**config.mk**
```make
export PLATFORM = sky130hd
export DESIGN_NAME = hazard_ctrl
export DESIGN_NICKNAME = d
export VERILOG_FILES = /design/src/rtl/hazard_ctrl_pkg.sv /design/src/rtl/hazard_ctrl_detect.sv /design/src/rtl/hazard_ctrl.sv
export SDC_FILE = /design/constraint.sdc
export NUM_CORES = 1
export LEC_CHECK = 0
export ABC_AREA = 1
export CELL_PAD_IN_SITES_DETAIL_PLACEMENT = 1
export CELL_PAD_IN_SITES_GLOBAL_PLACEMENT = 2
export CORE_MARGIN = 2
export CORE_UTILIZATION = 32
export DETAILED_ROUTE_END_ITERATION = 8
export DONT_BUFFER_PORTS = 1
export PLACE_DENSITY = 0.83
export SLEW_MARGIN = 5
export SYNTH_ARGS = -nofsm -noshare
export SYNTH_HDL_FRONTEND = slang
export SYNTH_HIERARCHICAL = 1
export SYNTH_SLANG_ARGS = --single-unit
```
**constraint.sdc**
```tcl
create_clock -name clk -period 2.6 [get_ports clk]
set_clock_uncertainty 0.2 [all_clocks]
set_input_delay 0.52 -clock clk [delete_from_list [all_inputs] [get_ports clk]]
set_output_delay 0.52 -clock clk [all_outputs]
set_load 0.005 [all_outputs]
```
**src/rtl/hazard_ctrl_pkg.sv**
```systemverilog
// Shared CPU defines for pipeline hazard control: register widths, divide FSM
// states, default divide latency and the control-output bundle.
package hazard_ctrl_pkg;

  localparam int unsigned REG_W              = 5;
  localparam int unsigned CNT_W              = 6;
  localparam int unsigned DIV_CYCLES_DEFAULT = 32;

  typedef enum logic [1:0] {
    IDLE = 2'd0,
    DIV  = 2'd1,
    DONE = 2'd2
  } div_state_t;

  // Pipeline write-enable / flush bundle driven by the hazard controller
  typedef struct packed {
    logic pc_wr;
    logic if_id_wr;
    logic id_exe_wr;
    logic exe_mem_wr;
    logic mem_wb_wr;
    logic ifid_flush;
    logic idexe_flush;
    logic exemem_flush;
    logic div_busy;
  } ctrl_t;

  localparam ctrl_t CTRL_NORMAL = '{pc_wr: 1'b1, if_id_wr: 1'b1, id_exe_wr: 1'b1,
                                    exe_mem_wr: 1'b1, mem_wb_wr: 1'b1,
                                    ifid_flush: 1'b0, idexe_flush: 1'b0,
                                    exemem_flush: 1'b0, div_busy: 1'b0};

endpackage

```
**src/rtl/hazard_ctrl_detect.sv**
```systemverilog
// Load-use comparator: flags an ID read of the register a load in EXE will write.
module hazard_detect
  import hazard_ctrl_pkg::*;
(
  input  logic [REG_W-1:0] ID_rs,
  input  logic [REG_W-1:0] ID_rt,
  input  logic [1:0]       ID_RegsReadSel,
  input  logic             EXE_IsLoad,
  input  logic [REG_W-1:0] EXE_Dst,
  output logic             LoadUse
);

  logic rs_hit;
  logic rt_hit;

  always_comb begin
    rs_hit  = ID_RegsReadSel[0] && (ID_rs == EXE_Dst);
    rt_hit  = ID_RegsReadSel[1] && (ID_rt == EXE_Dst);
    LoadUse = EXE_IsLoad && (EXE_Dst != REG_W'(0)) && (rs_hit || rt_hit);
  end

endmodule

```
**src/rtl/hazard_ctrl.sv**
```systemverilog
// Pipeline hazard controller: exception flush, dcache stall, multi-cycle divide
// stall, taken-branch flush and load-use bubble, resolved in that priority.
module hazard_ctrl
  import hazard_ctrl_pkg::*;
#(
  parameter int unsigned DIV_CYCLES = DIV_CYCLES_DEFAULT
) (
  input  logic             clk,
  input  logic             rst,
  input  logic [REG_W-1:0] ID_rs,
  input  logic [REG_W-1:0] ID_rt,
  input  logic [1:0]       ID_RegsReadSel,
  input  logic             EXE_IsLoad,
  input  logic [REG_W-1:0] EXE_Dst,
  input  logic             EXE_BranchTaken,
  input  logic             EXE_IsDiv,
  input  logic             MEM_Exception,
  input  logic             DCache_Busy,
  output logic             PC_Wr,
  output logic             IF_IDWr,
  output logic             ID_EXEWr,
  output logic             EXE_MEMWr,
  output logic             MEM_WBWr,
  output logic             IFID_Flush,
  output logic             IDEXE_Flush,
  output logic             EXEMEM_Flush,
  output logic             DivBusy
);

  localparam logic [CNT_W-1:0] DIV_LOAD = CNT_W'(DIV_CYCLES - 2);

  div_state_t       state;
  div_state_t       state_next;
  logic [CNT_W-1:0] divcnt;
  logic [CNT_W-1:0] divcnt_next;
  logic             load_use;
  logic             div_active;
  ctrl_t            ctrl;

  hazard_detect u_detect (
    .ID_rs          (ID_rs),
    .ID_rt          (ID_rt),
    .ID_RegsReadSel (ID_RegsReadSel),
    .EXE_IsLoad     (EXE_IsLoad),
    .EXE_Dst        (EXE_Dst),
    .LoadUse        (load_use)
  );

  always_ff @(posedge clk or negedge rst) begin
    if (!rst) begin
      state  <= IDLE;
      divcnt <= '0;
    end else begin
      state  <= state_next;
      divcnt <= divcnt_next;
    end
  end

  // Start cycle plus DIV_CYCLES-2 cycles in DIV gives DIV_CYCLES-1 stall cycles
  always_comb begin
    state_next  = state;
    divcnt_next = divcnt;
    case (state)
      IDLE: begin
        if (EXE_IsDiv) begin
          divcnt_next = DIV_LOAD;
          state_next  = (DIV_LOAD == '0) ? DONE : DIV;
        end
      end
      DIV: begin
        divcnt_next = (divcnt == '0) ? '0 : divcnt - CNT_W'(1);
        if (divcnt <= CNT_W'(1)) state_next = DONE;
      end
      DONE: begin
        if (!DCache_Busy) state_next = IDLE;
      end
      default: state_next = IDLE;
    endcase
    if (MEM_Exception) begin
      state_next  = IDLE;
      divcnt_next = '0;
    end
  end

  always_comb begin
    div_active = ((state == IDLE) && EXE_IsDiv) || (state == DIV);
    ctrl       = CTRL_NORMAL;
    if (!rst) begin
      ctrl             = '0;
      ctrl.ifid_flush   = 1'b1;
      ctrl.idexe_flush  = 1'b1;
      ctrl.exemem_flush = 1'b1;
    end else if (MEM_Exception) begin
      ctrl.mem_wb_wr    = 1'b0;
      ctrl.ifid_flush   = 1'b1;
      ctrl.idexe_flush  = 1'b1;
      ctrl.exemem_flush = 1'b1;
    end else if (DCache_Busy) begin
      ctrl          = '0;
      ctrl.div_busy = div_active;
    end else if (div_active) begin
      ctrl.pc_wr        = 1'b0;
      ctrl.if_id_wr     = 1'b0;
      ctrl.id_exe_wr    = 1'b0;
      ctrl.exe_mem_wr   = 1'b0;
      ctrl.exemem_flush = 1'b1;
      ctrl.div_busy     = 1'b1;
    end else if (EXE_BranchTaken) begin
      ctrl.ifid_flush  = 1'b1;
      ctrl.idexe_flush = 1'b1;
    end else if (load_use) begin
      ctrl.pc_wr       = 1'b0;
      ctrl.if_id_wr    = 1'b0;
      ctrl.idexe_flush = 1'b1;
    end
  end

  assign PC_Wr        = ctrl.pc_wr;
  assign IF_IDWr      = ctrl.if_id_wr;
  assign ID_EXEWr     = ctrl.id_exe_wr;
  assign EXE_MEMWr    = ctrl.exe_mem_wr;
  assign MEM_WBWr     = ctrl.mem_wb_wr;
  assign IFID_Flush   = ctrl.ifid_flush;
  assign IDEXE_Flush  = ctrl.idexe_flush;
  assign EXEMEM_Flush = ctrl.exemem_flush;
  assign DivBusy      = ctrl.div_busy;

endmodule

```
==> summary.md <==
| Metric | Value |
|---|---|
| Status | `finished clean` |
| Critical path startpoint category | `register` |
| Main combinational cell family by area after synthesis | `simple AND/OR/NAND/NOR gates` |
| Clk buf depth | `2` |
| 1st-iter DRT viols | `30` |
| Fillers | `359` |
| CTS clk-pin slew, worst paths | `0.06 ns` |
| Top sig layer | `met4` |
| Drt total wl | `2260 microns` |
| Synth top area cells | `dfrtp_1, nand2_1, inv_1` |
| Post-synth EDFFs | `0` |
| Vias | `904` |
| Die area | `3110 sq um` |
| Synth unique cells | `24` |
| GRT Overall Usage | `15.7%` |
| Min-delay src | `DCache_Busy` |
| Multi-input logic area | `527 sq um` |
| Mean Syn Cell Area | `5.76 sq um` |
| Synth Area in Adders | `2.92%` |
| Worst-skew pair later-pin latency | `0.26 ns` |
| NumNets Final | `178` |
| Area leader, netlist | `dfrtp_1` |
| Met1 WL | `915 microns` |
| Site Rows | `18` |
| Unrepaired setup endpoints after global routing | `false` |
| Compound-cell area share of the yosys netlist | `11.2%` |
| Antenna violations before repair | `0` |
| CTS tree | `built` |
| Clock sink count | `8` |
| Layout cells sized above 1 | `9.33%` |
| Antenna-violating nets left | `0` |
| Synth warnings | `6` |
| Post-synthesis sequential area ratio | `23.3%` |
| Metal3 WL | `133 microns` |
| Post-Syn Nets | `175` |
| CP Launch Point | `state[1]$_DFFE_PN0P_` |
| Total CTS buffers | `3` |
| Slew HR | `72.0%` |
| Hold Crit Class | `in2reg` |
| Yosys top cell area share | `23.3%` |
| Start of the worst register-to-register path | `divcnt[0]$_DFFE_PN0P_` |
| Met2 Wirelength | `1200 microns` |
| Starting Density | `34.3%` |
| Mapped Area | `858 sq um` |
| Gpl congestion | `0.776` |
| Via/cell ratio | `5.02` |
| Ys flop type | `dfrtp_1` |
| Period utilization | `80.8%` |
| CP required | `1.88 ns` |
| Fmax | `0.476 GHz` |
| Global-route wire length before repair | `3930 microns` |
| Power density cells | `871 nW/um^2` |
| P&R area growth vs syn | `5.83%` |
| FF+latch count, synth | `8` |
| Lkg Pwr | `0.000512 uW` |
| WP data arrival | `1.38 ns` |
| Actual slew at the worst max-slew pin | `0.419 ns` |
| Mux share of post-synthesis cell area | `0%` |
| Async SR Flop Fraction | `100%` |
| Root buf cell | `clkbuf_4` |
| Hpwl dp | `1920 microns` |
| Simple-Gate Fraction of Synth Area | `46.2%` |
| Core ar. | `2500 sq um` |
| Final Setup Violations | `0` |
| Post-synth top cells | `nand2_1, inv_1, nor2_1, nand3_1, dfrtp_1` |
| Wirelength per Cell | `12.6 microns` |
| Fin. Hold Viols | `0` |
| Maximum vdd drop | `393 uV` |
| H-tree levels | `1` |
| Drt pass-1 iters | `4` |
| Max cap viols | `0` |
| Post-Synth XOR/XNOR Area | `1.02%` |
| Clock period minus worst slack | `2.10 ns` |
| Peak fanout along the critical path | `4` |
| Crit end category | `output pin` |
| DIE HEIGHT | `55.8 microns` |
| Largest net degree at the start of global routing | `9` |
| N_diodes | `0` |
| Fin Setup TNS | `0 ns` |
| Total area of sequential cells | `200 sq um` |
| Vias in the first global route | `937` |
| Drt drc | `0` |
| # IOs | `33` |
| Post-cts gate resize count | `0` |
| Max Transition Viols Final | `0` |
| Die Wd | `55.8 microns` |
| Most common cell in the synthesized netlist | `nand2_1` |
| Number of I/O port buffers | `0` |
| Gate Count Post-Synth | `149` |
| Critical path type | `reg2out` |
| Overall power | `791 uW` |
| Overflow after GRT | `0` |
-- power by group --
| group | total [uW] | switching, uW | internal, uW |
|---|---|---|---|
| registers | 244 | 67.3 | 177 |
| clock network | 98.5 | 45.4 | 53.0 |
| logic | 448 | 291 | 157 |
| total | 791 | 403 | 387 |
-- metal layers --
layer,track usage [%],vias to the layer above
li1,-,458
met1,16.5,418
met2,29.8,26
met3,4.88,2
met4,3.83,0
met5,0,-
-- repair_timing --
action | 4_1_cts | 5_1_grt
setup buffers | 0 | 0
endpoints found under the hold margin | 8 | 0
hold buffers | 1 | 0
-- critical path, cell delays in order, from the launching register on --
cell      delay (ns)
dfrtp_1         0.39
inv_2           0.08
nand2_2         0.10
nand2_4         0.08
inv_4           0.09
nor2_8          0.04
a211oi_1        0.34
-- flip-flops by register name (all words and copies together) (netlist names) --
signal and cells:
divcnt 6, state 2
-- stage by stage --
stage	worst slack [ns]	utilization, %	hold slack (ns)	cells	area, sq um
finish	0.500	36.3	0.202	180	908
CTS	0.467	36.3	0.197	180	908
detailed placement	0.468	35.0	0.0246	176	876
global route	0.334	36.3	0.211	180	908
global placement	0.483	35.0	0.0247	176	876
floorplan	0.550	-	0.0244	149	858
-- logic make-up (layout without fill, tap and decap cells) --
| family | count (synthesis) | in the layout |
|---|---|---|
| AND/OR/NAND/NOR | 89 | 89 |
| buffers and inverters | 32 | 33 |
| AO/OA/AOI/OAI | 17 | 17 |
| flip-flops | 8 | 8 |
| adder cells (fa/ha/maj) | 2 | 2 |
| XOR/XNOR | 1 | 1 |
-- final timing paths --
path	end	slack (ns)	depth (start not counted)
worst min register to register	divcnt[0]$_DFFE_PN0P_	0.33	1
worst min-delay path	state[1]$_DFFE_PN0P_	0.20	2
min in group asynchronous	divcnt[4]$_DFFE_PN0P_	0.42	1
worst max-delay path	ID_EXEWr	0.50	6
max in group asynchronous	state[0]$_DFFE_PN0P_	1.47	1
worst max register to register	divcnt[3]$_DFFE_PN0P_	0.99	7
-- layout by cell type, fill, tap and decap left out, types with 2 or more instances in the layout --
cell,netlist,final
a21oi_1,4,4
clkbuf_4,0,3
dfrtp_1,8,8
ha_1,2,2
inv_1,25,25
inv_2,3,3
nand2_1,51,51
nand2_2,2,2
nand2_4,2,2
nand3_1,9,9
nand4_1,3,3
nor2_1,17,17
nor2_2,2,2
nor3_1,2,2
o21ai_0,7,7
o21ai_1,2,2
-- area by class of cell --
type                            instances  area share (%)
Inverter                               29            12.3
Clock buffer                            3            2.48
Sequential cell                         8            22.0
Multi-Input combinational cell        109            58.0
Timing Repair Buffer                    1            1.10
Tap cell                               30            4.13
Note: power is estimated with default switching activity, not from simulation.
